`src/rtl/uart_transceiver_if.sv`:
```
// Bus bundle for uart_transceiver: TX byte handshake, serial lines and RX result/status.
// slave is the transceiver side; master is the user / line side.
interface uart_transceiver_if #(
  parameter int unsigned DATA_BITS = 8
) ();

  logic [DATA_BITS-1:0] tx_data;
  logic                 tx_valid;
  logic                 tx_ready;
  logic                 TX;
  logic                 RX;
  logic [DATA_BITS-1:0] rx_data;
  logic                 rx_valid;
  logic                 rx_parity_err;
  logic                 rx_frame_err;

  modport slave (
    input  tx_data,
    input  tx_valid,
    input  RX,
    output tx_ready,
    output TX,
    output rx_data,
    output rx_valid,
    output rx_parity_err,
    output rx_frame_err
  );

  modport master (
    output tx_data,
    output tx_valid,
    output RX,
    input  tx_ready,
    input  TX,
    input  rx_data,
    input  rx_valid,
    input  rx_parity_err,
    input  rx_frame_err
  );

endinterface

```
`src/rtl/uart_transceiver.sv`:
```
// Parametrised UART transmitter and receiver on one clock: configurable width, parity, stop bits.
// TX has a valid/ready handshake; RX reports parity and framing errors with a one-cycle valid.
module uart_transceiver #(
  parameter int unsigned CLK_FREQ  = 100_000_000,
  parameter int unsigned BAUD      = 115_200,
  parameter int unsigned DATA_BITS = 8,
  parameter int unsigned PARITY    = 0,
  parameter int unsigned STOP_BITS = 1
) (
  input logic                clk,
  input logic                rst,
  uart_transceiver_if.slave  bus
);

  localparam int unsigned CPB  = CLK_FREQ / BAUD;
  localparam int unsigned CntW = $clog2(CPB);
  localparam int unsigned BitW = $clog2(DATA_BITS);

  localparam logic [CntW-1:0] CntMax   = CntW'(CPB - 1);
  localparam logic [CntW-1:0] CntHalf  = CntW'(CPB / 2 - 1);
  localparam logic [BitW-1:0] DataLast = BitW'(DATA_BITS - 1);
  localparam logic [BitW-1:0] StopLast = BitW'(STOP_BITS - 1);

  // ---------------------------------------------------------------- TX
  typedef enum logic [2:0] {StTxIdle, StTxStart, StTxData, StTxParity, StTxStop} tx_state_e;

  tx_state_e            tx_state_q, tx_state_d;
  logic [CntW-1:0]      tx_cnt_q, tx_cnt_d;
  logic [BitW-1:0]      tx_bit_q, tx_bit_d;
  logic [DATA_BITS-1:0] tx_shift_q, tx_shift_d;
  logic                 tx_par_q, tx_par_d;
  logic                 tx_line_q, tx_line_d;

  always_ff @(posedge clk or posedge rst) begin
    if (rst) begin
      tx_state_q <= StTxIdle;
      tx_cnt_q   <= '0;
      tx_bit_q   <= '0;
      tx_shift_q <= '0;
      tx_par_q   <= 1'b0;
      tx_line_q  <= 1'b1;
    end else begin
      tx_state_q <= tx_state_d;
      tx_cnt_q   <= tx_cnt_d;
      tx_bit_q   <= tx_bit_d;
      tx_shift_q <= tx_shift_d;
      tx_par_q   <= tx_par_d;
      tx_line_q  <= tx_line_d;
    end
  end

  // The line is registered: each transition loads the level of the bit being entered.
  always_comb begin
    tx_state_d = tx_state_q;
    tx_cnt_d   = tx_cnt_q;
    tx_bit_d   = tx_bit_q;
    tx_shift_d = tx_shift_q;
    tx_par_d   = tx_par_q;
    tx_line_d  = tx_line_q;
    unique case (tx_state_q)
      StTxIdle: begin
        tx_line_d = 1'b1;
        if (bus.tx_valid) begin
          tx_state_d = StTxStart;
          tx_shift_d = bus.tx_data;
          tx_par_d   = (PARITY == 1) ? ~^bus.tx_data : ^bus.tx_data;
          tx_cnt_d   = '0;
          tx_line_d  = 1'b0;
        end
      end
      StTxStart: begin
        tx_cnt_d = tx_cnt_q + 1'b1;
        if (tx_cnt_q == CntMax) begin
          tx_cnt_d   = '0;
          tx_bit_d   = '0;
          tx_state_d = StTxData;
          tx_line_d  = tx_shift_q[0];
        end
      end
      StTxData: begin
        tx_cnt_d = tx_cnt_q + 1'b1;
        if (tx_cnt_q == CntMax) begin
          tx_cnt_d = '0;
          if (tx_bit_q == DataLast) begin
            tx_bit_d = '0;
            if (PARITY != 0) begin
              tx_state_d = StTxParity;
              tx_line_d  = tx_par_q;
            end else begin
              tx_state_d = StTxStop;
              tx_line_d  = 1'b1;
            end
          end else begin
            tx_bit_d   = tx_bit_q + 1'b1;
            tx_shift_d = tx_shift_q >> 1;
            tx_line_d  = tx_shift_q[1];
          end
        end
      end
      StTxParity: begin
        tx_cnt_d = tx_cnt_q + 1'b1;
        if (tx_cnt_q == CntMax) begin
          tx_cnt_d   = '0;
          tx_bit_d   = '0;
          tx_state_d = StTxStop;
          tx_line_d  = 1'b1;
        end
      end
      StTxStop: begin
        tx_cnt_d  = tx_cnt_q + 1'b1;
        tx_line_d = 1'b1;
        if (tx_cnt_q == CntMax) begin
          tx_cnt_d = '0;
          if (tx_bit_q == StopLast) begin
            tx_state_d = StTxIdle;
          end else begin
            tx_bit_d = tx_bit_q + 1'b1;
          end
        end
      end
      default: begin
        tx_state_d = StTxIdle;
        tx_line_d  = 1'b1;
      end
    endcase
  end

  assign bus.TX       = tx_line_q;
  assign bus.tx_ready = (tx_state_q == StTxIdle);

  // ---------------------------------------------------------------- RX
  typedef enum logic [2:0] {
    StRxIdle, StRxStart, StRxData, StRxParity, StRxStop, StRxBreak
  } rx_state_e;

  logic [1:0]           sync_q;
  logic                 rx_s;
  rx_state_e            rx_state_q, rx_state_d;
  logic [CntW-1:0]      rx_cnt_q, rx_cnt_d;
  logic [BitW-1:0]      rx_bit_q, rx_bit_d;
  logic [DATA_BITS-1:0] rx_shift_q, rx_shift_d;
  logic                 rx_par_q, rx_par_d;
  logic                 rx_facc_q, rx_facc_d;
  logic [DATA_BITS-1:0] rx_data_q, rx_data_d;
  logic                 rx_valid_q, rx_valid_d;
  logic                 rx_perr_q, rx_perr_d;
  logic                 rx_ferr_q, rx_ferr_d;
  logic                 rx_par_exp;
  logic                 rx_ferr_now;

  always_ff @(posedge clk or posedge rst) begin
    if (rst) begin
      sync_q     <= 2'b11;
      rx_state_q <= StRxIdle;
      rx_cnt_q   <= '0;
      rx_bit_q   <= '0;
      rx_shift_q <= '0;
      rx_par_q   <= 1'b0;
      rx_facc_q  <= 1'b0;
      rx_data_q  <= '0;
      rx_valid_q <= 1'b0;
      rx_perr_q  <= 1'b0;
      rx_ferr_q  <= 1'b0;
    end else begin
      sync_q     <= {sync_q[0], bus.RX};
      rx_state_q <= rx_state_d;
      rx_cnt_q   <= rx_cnt_d;
      rx_bit_q   <= rx_bit_d;
      rx_shift_q <= rx_shift_d;
      rx_par_q   <= rx_par_d;
      rx_facc_q  <= rx_facc_d;
      rx_data_q  <= rx_data_d;
      rx_valid_q <= rx_valid_d;
      rx_perr_q  <= rx_perr_d;
      rx_ferr_q  <= rx_ferr_d;
    end
  end

  assign rx_s        = sync_q[1];
  assign rx_par_exp  = (PARITY == 1) ? ~^rx_shift_q : ^rx_shift_q;
  assign rx_ferr_now = rx_facc_q | ~rx_s;

  always_comb begin
    rx_state_d = rx_state_q;
    rx_cnt_d   = rx_cnt_q;
    rx_bit_d   = rx_bit_q;
    rx_shift_d = rx_shift_q;
    rx_par_d   = rx_par_q;
    rx_facc_d  = rx_facc_q;
    rx_data_d  = rx_data_q;
    rx_valid_d = 1'b0;
    rx_perr_d  = rx_perr_q;
    rx_ferr_d  = rx_ferr_q;
    unique case (rx_state_q)
      StRxIdle: begin
        if (!rx_s) begin
          rx_state_d = StRxStart;
          rx_cnt_d   = '0;
        end
      end
      // Half-bit qualification rejects short glitches and aligns later samples to bit centres.
      StRxStart: begin
        rx_cnt_d = rx_cnt_q + 1'b1;
        if (rx_cnt_q == CntHalf) begin
          rx_cnt_d   = '0;
          rx_bit_d   = '0;
          rx_facc_d  = 1'b0;
          rx_state_d = rx_s ? StRxIdle : StRxData;
        end
      end
      StRxData: begin
        rx_cnt_d = rx_cnt_q + 1'b1;
        if (rx_cnt_q == CntMax) begin
          rx_cnt_d   = '0;
          rx_shift_d = {rx_s, rx_shift_q[DATA_BITS-1:1]};
          if (rx_bit_q == DataLast) begin
            rx_bit_d   = '0;
            rx_state_d = (PARITY != 0) ? StRxParity : StRxStop;
          end else begin
            rx_bit_d = rx_bit_q + 1'b1;
          end
        end
      end
      StRxParity: begin
        rx_cnt_d = rx_cnt_q + 1'b1;
        if (rx_cnt_q == CntMax) begin
          rx_cnt_d   = '0;
          rx_par_d   = rx_s;
          rx_state_d = StRxStop;
        end
      end
      StRxStop: begin
        rx_cnt_d = rx_cnt_q + 1'b1;
        if (rx_cnt_q == CntMax) begin
          rx_cnt_d  = '0;
          rx_facc_d = rx_ferr_now;
          if (rx_bit_q == StopLast) begin
            rx_data_d  = rx_shift_q;
            rx_perr_d  = (PARITY != 0) && (rx_par_q != rx_par_exp);
            rx_ferr_d  = rx_ferr_now;
            rx_valid_d = 1'b1;
            rx_state_d = rx_ferr_now ? StRxBreak : StRxIdle;
          end else begin
            rx_bit_d = rx_bit_q + 1'b1;
          end
        end
      end
      // A held-low line after a framing error must not look like a new start bit.
      StRxBreak: begin
        if (rx_s) begin
          rx_state_d = StRxIdle;
        end
      end
      default: rx_state_d = StRxIdle;
    endcase
  end

  assign bus.rx_data       = rx_data_q;
  assign bus.rx_valid      = rx_valid_q;
  assign bus.rx_parity_err = rx_perr_q;
  assign bus.rx_frame_err  = rx_ferr_q;

endmodule

```
`src/flat_wrapper.sv`:
```
// flat-port wrapper written by rule: the top's interface ports become plain ports
module uart_transceiver_flat 
#(
  parameter int unsigned CLK_FREQ  = 100_000_000,
  parameter int unsigned BAUD      = 115_200,
  parameter int unsigned DATA_BITS = 8,
  parameter int unsigned PARITY    = 0,
  parameter int unsigned STOP_BITS = 1
)
  (clk, rst, bus_tx_data, bus_tx_valid, bus_RX, bus_tx_ready, bus_TX, bus_rx_data, bus_rx_valid, bus_rx_parity_err, bus_rx_frame_err);
  uart_transceiver_if #(.DATA_BITS(DATA_BITS)) bus_i ();
  input logic clk;
  input logic rst;
  input wire logic [$bits(bus_i.tx_data)-1:0] bus_tx_data;
  input wire logic [$bits(bus_i.tx_valid)-1:0] bus_tx_valid;
  input wire logic [$bits(bus_i.RX)-1:0] bus_RX;
  output wire logic [$bits(bus_i.tx_ready)-1:0] bus_tx_ready;
  output wire logic [$bits(bus_i.TX)-1:0] bus_TX;
  output wire logic [$bits(bus_i.rx_data)-1:0] bus_rx_data;
  output wire logic [$bits(bus_i.rx_valid)-1:0] bus_rx_valid;
  output wire logic [$bits(bus_i.rx_parity_err)-1:0] bus_rx_parity_err;
  output wire logic [$bits(bus_i.rx_frame_err)-1:0] bus_rx_frame_err;
  assign bus_i.tx_data = bus_tx_data;
  assign bus_i.tx_valid = bus_tx_valid;
  assign bus_i.RX = bus_RX;
  assign bus_tx_ready = bus_i.tx_ready;
  assign bus_TX = bus_i.TX;
  assign bus_rx_data = bus_i.rx_data;
  assign bus_rx_valid = bus_i.rx_valid;
  assign bus_rx_parity_err = bus_i.rx_parity_err;
  assign bus_rx_frame_err = bus_i.rx_frame_err;
  uart_transceiver #(.CLK_FREQ(CLK_FREQ), .BAUD(BAUD), .DATA_BITS(DATA_BITS), .PARITY(PARITY), .STOP_BITS(STOP_BITS)) u_core (.clk(clk), .rst(rst), .bus(bus_i));
endmodule
```
`config.mk`:
```
export PLATFORM = sky130hd
export DESIGN_NAME = uart_transceiver_flat
export DESIGN_NICKNAME = d
export VERILOG_FILES = /design/src/rtl/uart_transceiver_if.sv /design/src/rtl/uart_transceiver.sv /design/src/flat_wrapper.sv
export SDC_FILE = /design/constraint.sdc
export NUM_CORES = 1
export LEC_CHECK = 0
export ABC_AREA = 0
export CAP_MARGIN = 20
export CORE_AREA = 2 2 79 81
export CTS_BUF_LIST = sky130_fd_sc_hd__clkbuf_4 sky130_fd_sc_hd__clkbuf_8
export DETAILED_ROUTE_END_ITERATION = 8
export DIE_AREA = 0 0 81 83
export HOLD_SLACK_MARGIN = 0.06
export PLACE_DENSITY = 0.84
export SYNTH_ARGS = -nofsm -noshare
export SYNTH_HDL_FRONTEND = slang
export SYNTH_SLANG_ARGS = --single-unit
```
`constraint.sdc`:
```
create_clock -name clk -period 3.1 [get_ports clk]
set_clock_uncertainty 0.05 [all_clocks]
set_input_delay 0.62 -clock clk [delete_from_list [all_inputs] [get_ports clk]]
set_output_delay 0.62 -clock clk [all_outputs]
set_load 0.02 [all_outputs]
```
# [Yosys cells after proc, flatten, opt, wreduce, memory -nomap -nowiden]
# Index checks and enable logic that the tools add are counted.
[word_totals] regBits=62 in_bits=12 out_inout_bits=13 wordCells=131
[classes] add_sub_neg=4 eq_ne=33 mux=54 bitwise_logic=2 reduce_logical=24
[op_table] operator="$mux 3" n=26
[op_table] operator="$mux 10" n=5
[op_table] operator="$pmux 10 s3" n=1
[op_table] operator="$ne 2x1->1 const B" n=14
[op_table] operator="$mux 8" n=3
[op_table] operator="$add 10x1->10 const B" n=2
[op_table] operator="$eq 10x10->1 const B" n=2
[op_table] operator="$pmux 10 s2" n=1
[op_table] operator="$pmux 3 s3" n=2
[op_table] operator="$pmux 3 s6" n=1
[op_table] operator="$pmux 8 s2" n=1
[op_table] operator="$eq 3x3->1 const B" n=5
[op_table] operator="$pmux 3 s5" n=1
[op_table] operator="$eq 3x2->1 const B" n=4
[op_table] operator="$logic_not 3->1" n=4
[op_table] operator="$eq 10x9->1 const B" n=1
[op_table] operator="$mux 1" n=10
[op_table] operator="$ne 2x2->1 const B" n=5
[op_table] operator="$reduce_and 5->1" n=2
[op_table] operator="$reduce_and 3->1" n=3
[op_table] operator="$reduce_bool 3->1" n=3
[op_table] operator="$reduce_and 8->1" n=1
[op_table] operator="$reduce_and 7->1" n=1
[op_table] operator="$add 3x1->3 const B" n=2
[op_table] operator="12 further kinds" n=17

# [Logic depth before layout (Yosys ltp)]
# Gate-level depths: netlist of run 1.
[depth] word_depth=6 mapped_depth=7

# [Worst setup path before layout of run 1]
# Ideal clock, no wire load.
[synth_timing] kind="register to register" startpoint="register u_core.rx_cnt_q[0]" endpoint="register u_core.rx_data_q[0], in the netlist u_core.bus.rx_data[0]" setup_time_ns=0.125 t_arrival_ns=1.832 required_ns=2.925 path_slack_ns=1.094 path_stages_with_launch=6 path_buffers=0 cell_sequence="dfrtp_1 ha_1 and4b_1 nand3_4 nor4_4 mux2_2"
[synth_via] elab_chain_len=2
[synth_lines] item="start, declared" line="uart_transceiver.sv:139" text="logic [CntW-1:0] rx_cnt_q, rx_cnt_d;"
[synth_lines] item="start signal, assigned" line="uart_transceiver.sv:167" text="rx_cnt_q <= rx_cnt_d;"
[synth_lines] item="$eq 10x10->1" line="uart_transceiver.sv:234" text="if (rx_cnt_q == CntMax) begin"
[synth_lines] item="$reduce_and 3->1 (no source line)"
[synth_lines] item="end signal, assigned" line="uart_transceiver.sv:172" text="rx_data_q <= rx_data_d;"
[synth_lines] item="end, declared" line="uart_transceiver.sv:144" text="logic [DATA_BITS-1:0] rx_data_q, rx_data_d;"
# No other way between the ends.
# A chain may end at the register's enable or synchronous reset.

# [Worst setup path after layout of run 1]
[layout_timing] startpoint="register u_core.tx_state_q[0]" endpoint="output port bus_tx_ready"
[layout_via] elab_chain_len=1
[layout_lines] item="start, declared" line="uart_transceiver.sv:27" text="tx_state_e tx_state_q, tx_state_d;"
[layout_lines] item="start signal, assigned" line="uart_transceiver.sv:36" text="tx_state_q <= StTxIdle;"
[layout_lines] item="start signal, assigned" line="uart_transceiver.sv:43" text="tx_state_q <= tx_state_d;"
[layout_lines] item="$logic_not 3->1" line="uart_transceiver.sv:129" text="assign bus.tx_ready = (tx_state_q == StTxIdle);"
[layout_lines] item="end, declared" line="flat_wrapper.sv:17" text="output wire logic [$bits(bus_i.tx_ready)-1:0] bus_tx_ready;"
# No other way between the ends.

==> results of run 1 <==
[worst max-delay path, stage by stage (launching register included)]
cell	delay (ns)
dfrtp_1	0.56
nor3_1	0.32
clkdlybuf4s50_1	0.66
[layer usage]
layer | routed length [microns] | track usage, % | up-vias
met2 | 3239 | 33.58 | 53
met5 | 0 | 0 | -
li1 | - | - | 1222
met3 | 247 | 3.587 | 11
met1 | 2897 | 29.31 | 1205
met4 | 78 | 9.399 | 0
[worst paths after layout]
kind                       slack (ns)  cells past startpoint                               end
max in group asynchronous        2.11                      3         u_core.bus.TX$_DFFE_PP1P_
hold / removal                   0.31                      0        u_core.sync_q[1]$_DFF_PP1_
setup reg to reg                 0.67                      4    u_core.rx_cnt_q[2]$_DFFE_PP0P_
hold reg to reg                  0.31                      0        u_core.sync_q[1]$_DFF_PP1_
setup / recovery                 0.55                      2                      bus_tx_ready
min in group asynchronous        0.59                      3  u_core.rx_shift_q[6]$_DFFE_PP0P_
[power by group]
| part | internal, mW | leakage, nW | switching [mW] |
|---|---|---|---|
| clock | 0.381 | 0.0980 | 0.355 |
| combinational | 0.156 | 0.769 | 0.138 |
| sequential | 0.911 | 0.810 | 0.0886 |
[Yosys cell counts, drive strengths merged, types with 3 or more instances]
cell,n,share of area (%)
or3b,4,1.0
o211ai,3,0.66
dfrtp,59,44
o22ai,3,0.55
and2,3,0.55
dfstp,3,2.3
o21bai,3,0.66
a22oi,4,0.89
xnor2,5,1.3
nand2b,7,1.3
inv,16,1.8
nor2,23,2.5
mux2i,5,1.5
nand3,7,1.4
mux2,34,11
ha,9,3.3
clkbuf,8,0.89
and4,3,0.78
nand4,7,1.3
nor4,6,1.6
nor3b,3,1.1
o21ai,19,2.8
nor2b,4,0.74
o21a,3,0.66
buf,7,1.2
a21oi,10,1.5
nand2,17,1.9
nor3,8,1.3
[state kept, by name (all words and copies together), names as in the netlist]
name / flops
u_core.rx_cnt_q: 10
u_core.tx_cnt_q: 10
u_core.bus.rx_data: 8
u_core.rx_shift_q: 8
u_core.tx_shift_q: 8
u_core.rx_bit_q: 3
u_core.rx_state_q: 3
u_core.tx_bit_q: 3
u_core.tx_state_q: 3
u_core.sync_q: 2
u_core.bus.TX: 1
u_core.bus.rx_frame_err: 1
u_core.bus.rx_valid: 1
u_core.rx_facc_q: 1
[area by class of cell]
type / instances / area share (%)
repair buffers: 25 / 6.652
flip-flops and latches: 62 / 40.14
multi-input cells: 228 / 43.91
well taps: 75 / 2.422
inverters: 16 / 1.550
clock buffers: 9 / 3.197
clock inverters: 7 / 2.131
[cells by family (layout without fill, tap and decap cells)]
kind of cell               Yosys count  in the layout  synth area share [%]
and+or+nand+nor                    106            106                 18.95
xor gates and xnor gates             7              7                 1.810
buffers and inverters               31             57                 3.842
AOI/OAI and AO/OA                   66             66                 13.26
muxes                               39             39                 12.78
DFF                                 62             62                 45.92
adders and majority gates            9              9                 3.325
other                                1              1                0.1107
[stage by stage]
step	worst slack (ns)	instance area (sq um)	cells	util [%]
6_report	0.5477	3875	422	66.63
5_1_grt	0.4652	3875	422	66.63
4_1_cts	0.5403	3875	422	66.63
3_5_place_dp	0.6730	3669	406	63.08
3_3_place_gp	0.7560	3669	406	63.08
2_1_floorplan	0.8936	3387	321	-
==> metrics.txt, run 1 <==
Overflow after GRT=0; Pleak=between 1.5 and 2 nW; synthesized area=0.003387 sq mm; die height=83 microns; commonest non-fill, non-tap cell in the layout=dfrtp_1; I/O pins=25; Design Power=2.031 mW; area of the multi-input gates=0.001702 sq mm; number of buffers added on ports=23; Post-Syn Instances=321; total track usage=a little over a fifth; Seq cells post-synth=62; NumNets Final=363; wire per inst=15.31 microns; Distinct cells, synth=66; post-layout minimum cycle time=2.552 ns; slew margin rel.=about 53%; CTS Buf Count=9; initial antenna violation count=0; power per standard cell area=524.2 mW/mm^2; largest net degree at the start of global routing=63; Core Area=0.005816 sq mm; vias in the first global route=2447; Std-Cell Rows=28; DRC viols=0; layout cell share with drive strength beyond 1=19.60%; max cap viols=0; Worst Setup Start Kind=flop; first-pass GRT wire length=11300 microns; syn nets=342; via density per instance=5.903; Clock Tree Buf Depth=2; sequential fraction of the synthesis area=45.92%; RSZ-0062 raised after global routing=no; FILL cells=447; number of synthesized flops with an enable pin=0; Max Freq=a little under 0.4 GHz; clock transition at the registers of the reported paths=0.08 ns; Final period util=around 80%; DP HPWL=4351 microns; Max FO, Critical Path=17; Arrival @ worst endpoint=approximately 1.9 ns; initial core utilization=58.24%; Fin Hold WS=between 0.3 and 0.4 ns; ys flop type=dfrtp_1; Via Count=2491; endpoint kind of the worst setup timing path=output pin; final hold vios=0; register area=0.001555 sq mm; n_diodes=0; critical path class=reg -> out; synthesis warning total=0; CTS root buf=clkbuf_8; setup TNS=0 ns; Slew Viols, Final=0; commonest cells after routing, fill and taps aside=dfrtp_1, mux2_2, nor2_1, clkdlybuf4s50_1; drt pass-1 iters=4; CTS tree=built; Final ANT Viol Nets=0; Async S/R FF share, synth=100.0%; WL final=6462 microns; cts hold-fix bufs=0; Setup-failing EPs final=0; DR iter-0 viols=189; post-CTS setup repair buffer count=0; slew of the pin with the lowest slew margin=between 0.7 and 0.8 ns; reg-to-reg startpoint=u_core.rx_state_q[0]$_DFFE_PP0P_; clock sink count=62; H-tree lvl count=3; worst hold path type=reg -> reg; die width=between 80 and 90 microns; crit path launch=u_core.tx_state_q[0]$_DFFE_PP0P_; hold path startpoint=u_core.sync_q[0]$_DFF_PP1_; Resized cells post-CTS=0; Max IR drop VDD=slightly above 0.4 mV; DIE AREA=0.006723 sq mm; outcome=finished, final reports clean; routability cong.=about 0.9; WP data required=2.43 ns; clk_lat worst skew=0.35 ns; Mean Syn Cell Area=~11 sq um; Layout area overhead=14.41%
Note: power is estimated with default switching activity, not from simulation.
==> run 2, diff against run 1 <==
--- a/config.mk
+++ b/config.mk
@@ -7,12 +7,12 @@
 export LEC_CHECK = 0
 export ABC_AREA = 0
 export CAP_MARGIN = 20
-export CORE_AREA = 2 2 79 81
+export CORE_AREA = 2 2 82 84
 export CTS_BUF_LIST = sky130_fd_sc_hd__clkbuf_4 sky130_fd_sc_hd__clkbuf_8
 export DETAILED_ROUTE_END_ITERATION = 8
-export DIE_AREA = 0 0 81 83
+export DIE_AREA = 0 0 84 86
 export HOLD_SLACK_MARGIN = 0.06
-export PLACE_DENSITY = 0.84
+export PLACE_DENSITY = 0.82
 export SYNTH_ARGS = -nofsm -noshare
 export SYNTH_HDL_FRONTEND = slang
 export SYNTH_SLANG_ARGS = --single-unit
==> constraint.sdc (replaced) <==
create_clock -name clk -period 2 [get_ports clk]
set_clock_uncertainty 0.05 [all_clocks]
set_input_delay 0.4 -clock clk [delete_from_list [all_inputs] [get_ports clk]]
set_output_delay 0.4 -clock clk [all_outputs]
set_load 0.02 [all_outputs]
==> run 2 against run 1 <==
Against the previous run: critical path depth rose by 4; sequential cell count stayed put; via count increased by 12%; count of clock-buffer cells in the layout unchanged; power up 73%; core utilization up 2.1 points; setup slack worse by 0.49 ns; non-clock buffer count increased by 41; hold slack got worse by 0.013 ns; largest cell class unchanged; highest routed layer unchanged.
==> metrics.txt, run 2 (synthesis gave the netlist of run 1 again) <==
worst-path cell chain=buf_4 > ha_1 > nor4bb_4 > a31oi_4 > nor3_2 > mux2_2 (was nor3_1 > clkdlybuf4s50_1); register area=0.001555 sq mm (unchanged); GR Util met2=40.44% (was 33.58%); FILL cells=438 (was 447); GRT busiest layer=met2 (unchanged); I/O pins=25 (unchanged); final setup margin=0.05409 ns (was 0.5477 ns); Final ANT Viol Nets=0 (unchanged); n_diodes=0 (unchanged); crit path launch=u_core.rx_cnt_q[0]$_DFFE_PP0P_ (was u_core.tx_state_q[0]$_DFFE_PP0P_); initial antenna violation count=0 (unchanged); critical path class=reg -> reg (was reg -> out); drt pass-1 iters=4 (unchanged); Max FO, Critical Path=5 (was 17); number of buffers added on ports=23 (unchanged); vias in the first global route=2772 (was 2447); Max Freq=slightly above 0.5 GHz; die height=86 microns (was 83 microns); biggest regs=u_core.rx_cnt_q: 10 flops, u_core.tx_cnt_q: 10 flops (unchanged); CTS tree=built (unchanged); slew margin rel.=58.20% (was 52.53%); Clock Tree Buf Depth=2 (unchanged); Overflow after GRT=0 (unchanged); Crit Reg-Reg Endpoint=u_core.rx_state_q[0]$_DFFE_PP0P_ (was u_core.rx_cnt_q[2]$_DFFE_PP0P_); clock sink count=62 (unchanged); Slew Viols, Final=0 (unchanged); DRC viols=0 (unchanged); Slowest-stage cell, CP=dfrtp_1 (was clkdlybuf4s50_1); outcome=finished, final reports clean (unchanged); cts hold-fix bufs=0 (unchanged); WP data required=2.18 ns (was 2.43 ns); crit path to=u_core.rx_state_q[0]$_DFFE_PP0P_ (was bus_tx_ready); CP delay by family, top=simple AND/OR/NAND/NOR gates (was buffers and inverters); DP HPWL=5006 microns (was 4351 microns); R2R cell count=6 (was 4); area of the multi-input gates=0.001764 sq mm (was 0.001702 sq mm); pre-CTS WS=-0.09216 ns (was 0.6730 ns); endpoint kind of the worst setup timing path=flop (was output pin); Fin Hold WS=0.2989 ns (was 0.3122 ns); wire per inst=16.61 microns (was 15.31 microns); DR iter-0 viols=348 (was 189); CP Buf/Inv Count=1 (unchanged); Layout area overhead=27.45% (was 14.41%); H-tree lvl count=3 (unchanged); reg-to-reg startpoint=u_core.rx_cnt_q[0]$_DFFE_PP0P_ (was u_core.rx_state_q[0]$_DFFE_PP0P_); routability cong.=0.8335 (was 0.8828); layout cell share with drive strength beyond 1=30.41% (was 19.60%); NumNets Final=404 (was 363); CTS Buf Count=9 (unchanged); CTS root buf=clkbuf_8 (unchanged); max incr delay on CP=0.40 ns (was 0.66 ns); power per standard cell area=814.7 mW/mm^2 (was 524.2 mW/mm^2); clock transition at the registers of the reported paths=0.08 ns (about the same); commonest non-fill, non-tap cell in the layout=dfrtp_1 (unchanged); Std-Cell Rows=29 (was 28); worst hold path type=in -> async (was reg -> reg); initial core utilization=53.96% (was 58.24%); Setup-failing EPs final=0 (unchanged); Design Power=3.517 mW (was 2.031 mW); Pleak=1.931 nW (was 1.677 nW); RSZ-0062 raised after global routing=yes (was no); WL final=7725 microns (was 6462 microns); Max IR drop VDD=0.6664 mV (was 0.4115 mV); Arrival @ worst endpoint=2.12 ns (was 1.88 ns); Core Area=0.006277 sq mm (was 0.005816 sq mm); clk_lat worst skew=0.34 ns (was 0.35 ns); final hold vios=0 (unchanged); die width=84 microns (was 81 microns); CP Depth=6 (was 2); post-route cell area=0.004317 sq mm (was 0.003875 sq mm); r2r setup slk=0.05 ns (was 0.67 ns); met1 usage=27.74% (was 29.31%); largest net degree at the start of global routing=30 (was 63); via density per instance=5.991 (was 5.903); Via Count=2786 (was 2491); commonest cells after routing, fill and taps aside=dfrtp_1, buf_4, mux2_2, nor2_1, clkdlybuf4s50_1 (was dfrtp_1, mux2_2, nor2_1, clkdlybuf4s50_1); Final period util=97.30%; total track usage=22.66% (was 21.49%); post-layout minimum cycle time=1.946 ns; first-pass GRT wire length=13100 microns (was 11300 microns); slew of the pin with the lowest slew margin=0.6212 ns (was 0.7067 ns); Worst Setup Start Kind=flop (unchanged); DIE AREA=0.007224 sq mm (was 0.006723 sq mm); max cap viols=0 (unchanged); met3 Use GR=4.042% (was 3.587%); Placed Area=0.003953 sq mm (was 0.003669 sq mm)
## run 2: changes by cell type in the layout (fill, tap and decap cells not counted), moves of 2 or more
cell,change
buf_12,+2
clkinvlp_4,-2
nor3_1,-2
bufinv_16,+2
nor3_2,+2
buf_4,+39
## run 2: worst register-to-register path, cell delays in order (launching register included)
cell and delay [ns]:
dfrtp_1 0.40, buf_4 0.13, ha_1 0.15, nor4bb_4 0.30, a31oi_4 0.18, nor3_2 0.28
mux2_2 0.36
## run 2: layout make-up
class,instances,area share (%)
inverter,16,1.391
clock buffer,9,2.870
timing repair buffer,66,13.65
multi-input combinational,228,40.87
sequential,62,36.03
tap,77,2.232
clock inverter,7,2.957
## run 2: stage by stage
| step | TNS (ns) | cells | utilization, % |
|---|---|---|---|
| floorplan | 0 | 321 | - |
| global placement | -0.01664 | 442 | 62.97 |
| detailed placement | -0.5283 | 442 | 62.97 |
| CTS | 0 | 459 | 67.81 |
| global route | -0.01762 | 465 | 68.77 |
| finish | 0 | 465 | 68.77 |
## run 2: per-layer routing
metal	vias up	share of wire, %
li1	1301	-
met2	75	54
met1	1402	42
met5	-	0
met4	0	1.1
met3	8	3.7
## run 2: worst min-delay path by stage
stage,from,end,slack (ns),cells after the start
2_1_floorplan,u_core.sync_q[0]$_DFF_PP1_,u_core.sync_q[1]$_DFF_PP1_,0.30,0
3_3_place_gp,u_core.sync_q[0]$_DFF_PP1_,u_core.sync_q[1]$_DFF_PP1_,0.30,0
3_5_place_dp,u_core.sync_q[0]$_DFF_PP1_,u_core.sync_q[1]$_DFF_PP1_,0.30,0
4_1_cts,rst,u_core.tx_cnt_q[7]$_DFFE_PP0P_,0.31,2
5_1_grt,u_core.sync_q[0]$_DFF_PP1_,u_core.sync_q[1]$_DFF_PP1_,0.32,0
6_report,rst,u_core.tx_cnt_q[7]$_DFFE_PP0P_,0.30,2
## run 2: where the power goes
group	total, mW	internal (mW)	switching [mW]
combinational	0.609	0.322	0.287
clock	1.39	0.847	0.547
sequential	1.51	1.41	0.102
total	3.52	2.58	0.935
## run 2: repair_timing
action                     in CTS  in global routing
gates resized for setup         9                  4
pin swaps                       0                  5
setup endpoints to repair      19                 31
setup buffers                   1                  6
==> run 3, diff against run 2 <==
--- a/config.mk
+++ b/config.mk
@@ -13,6 +13,7 @@
 export DIE_AREA = 0 0 84 86
 export HOLD_SLACK_MARGIN = 0.06
 export PLACE_DENSITY = 0.82
+export SLEW_MARGIN = 20
 export SYNTH_ARGS = -nofsm -noshare
 export SYNTH_HDL_FRONTEND = slang
 export SYNTH_SLANG_ARGS = --single-unit
==> results of run 3 <==
Same layout as run 2: the final DEF is identical, and so are final timing and power.
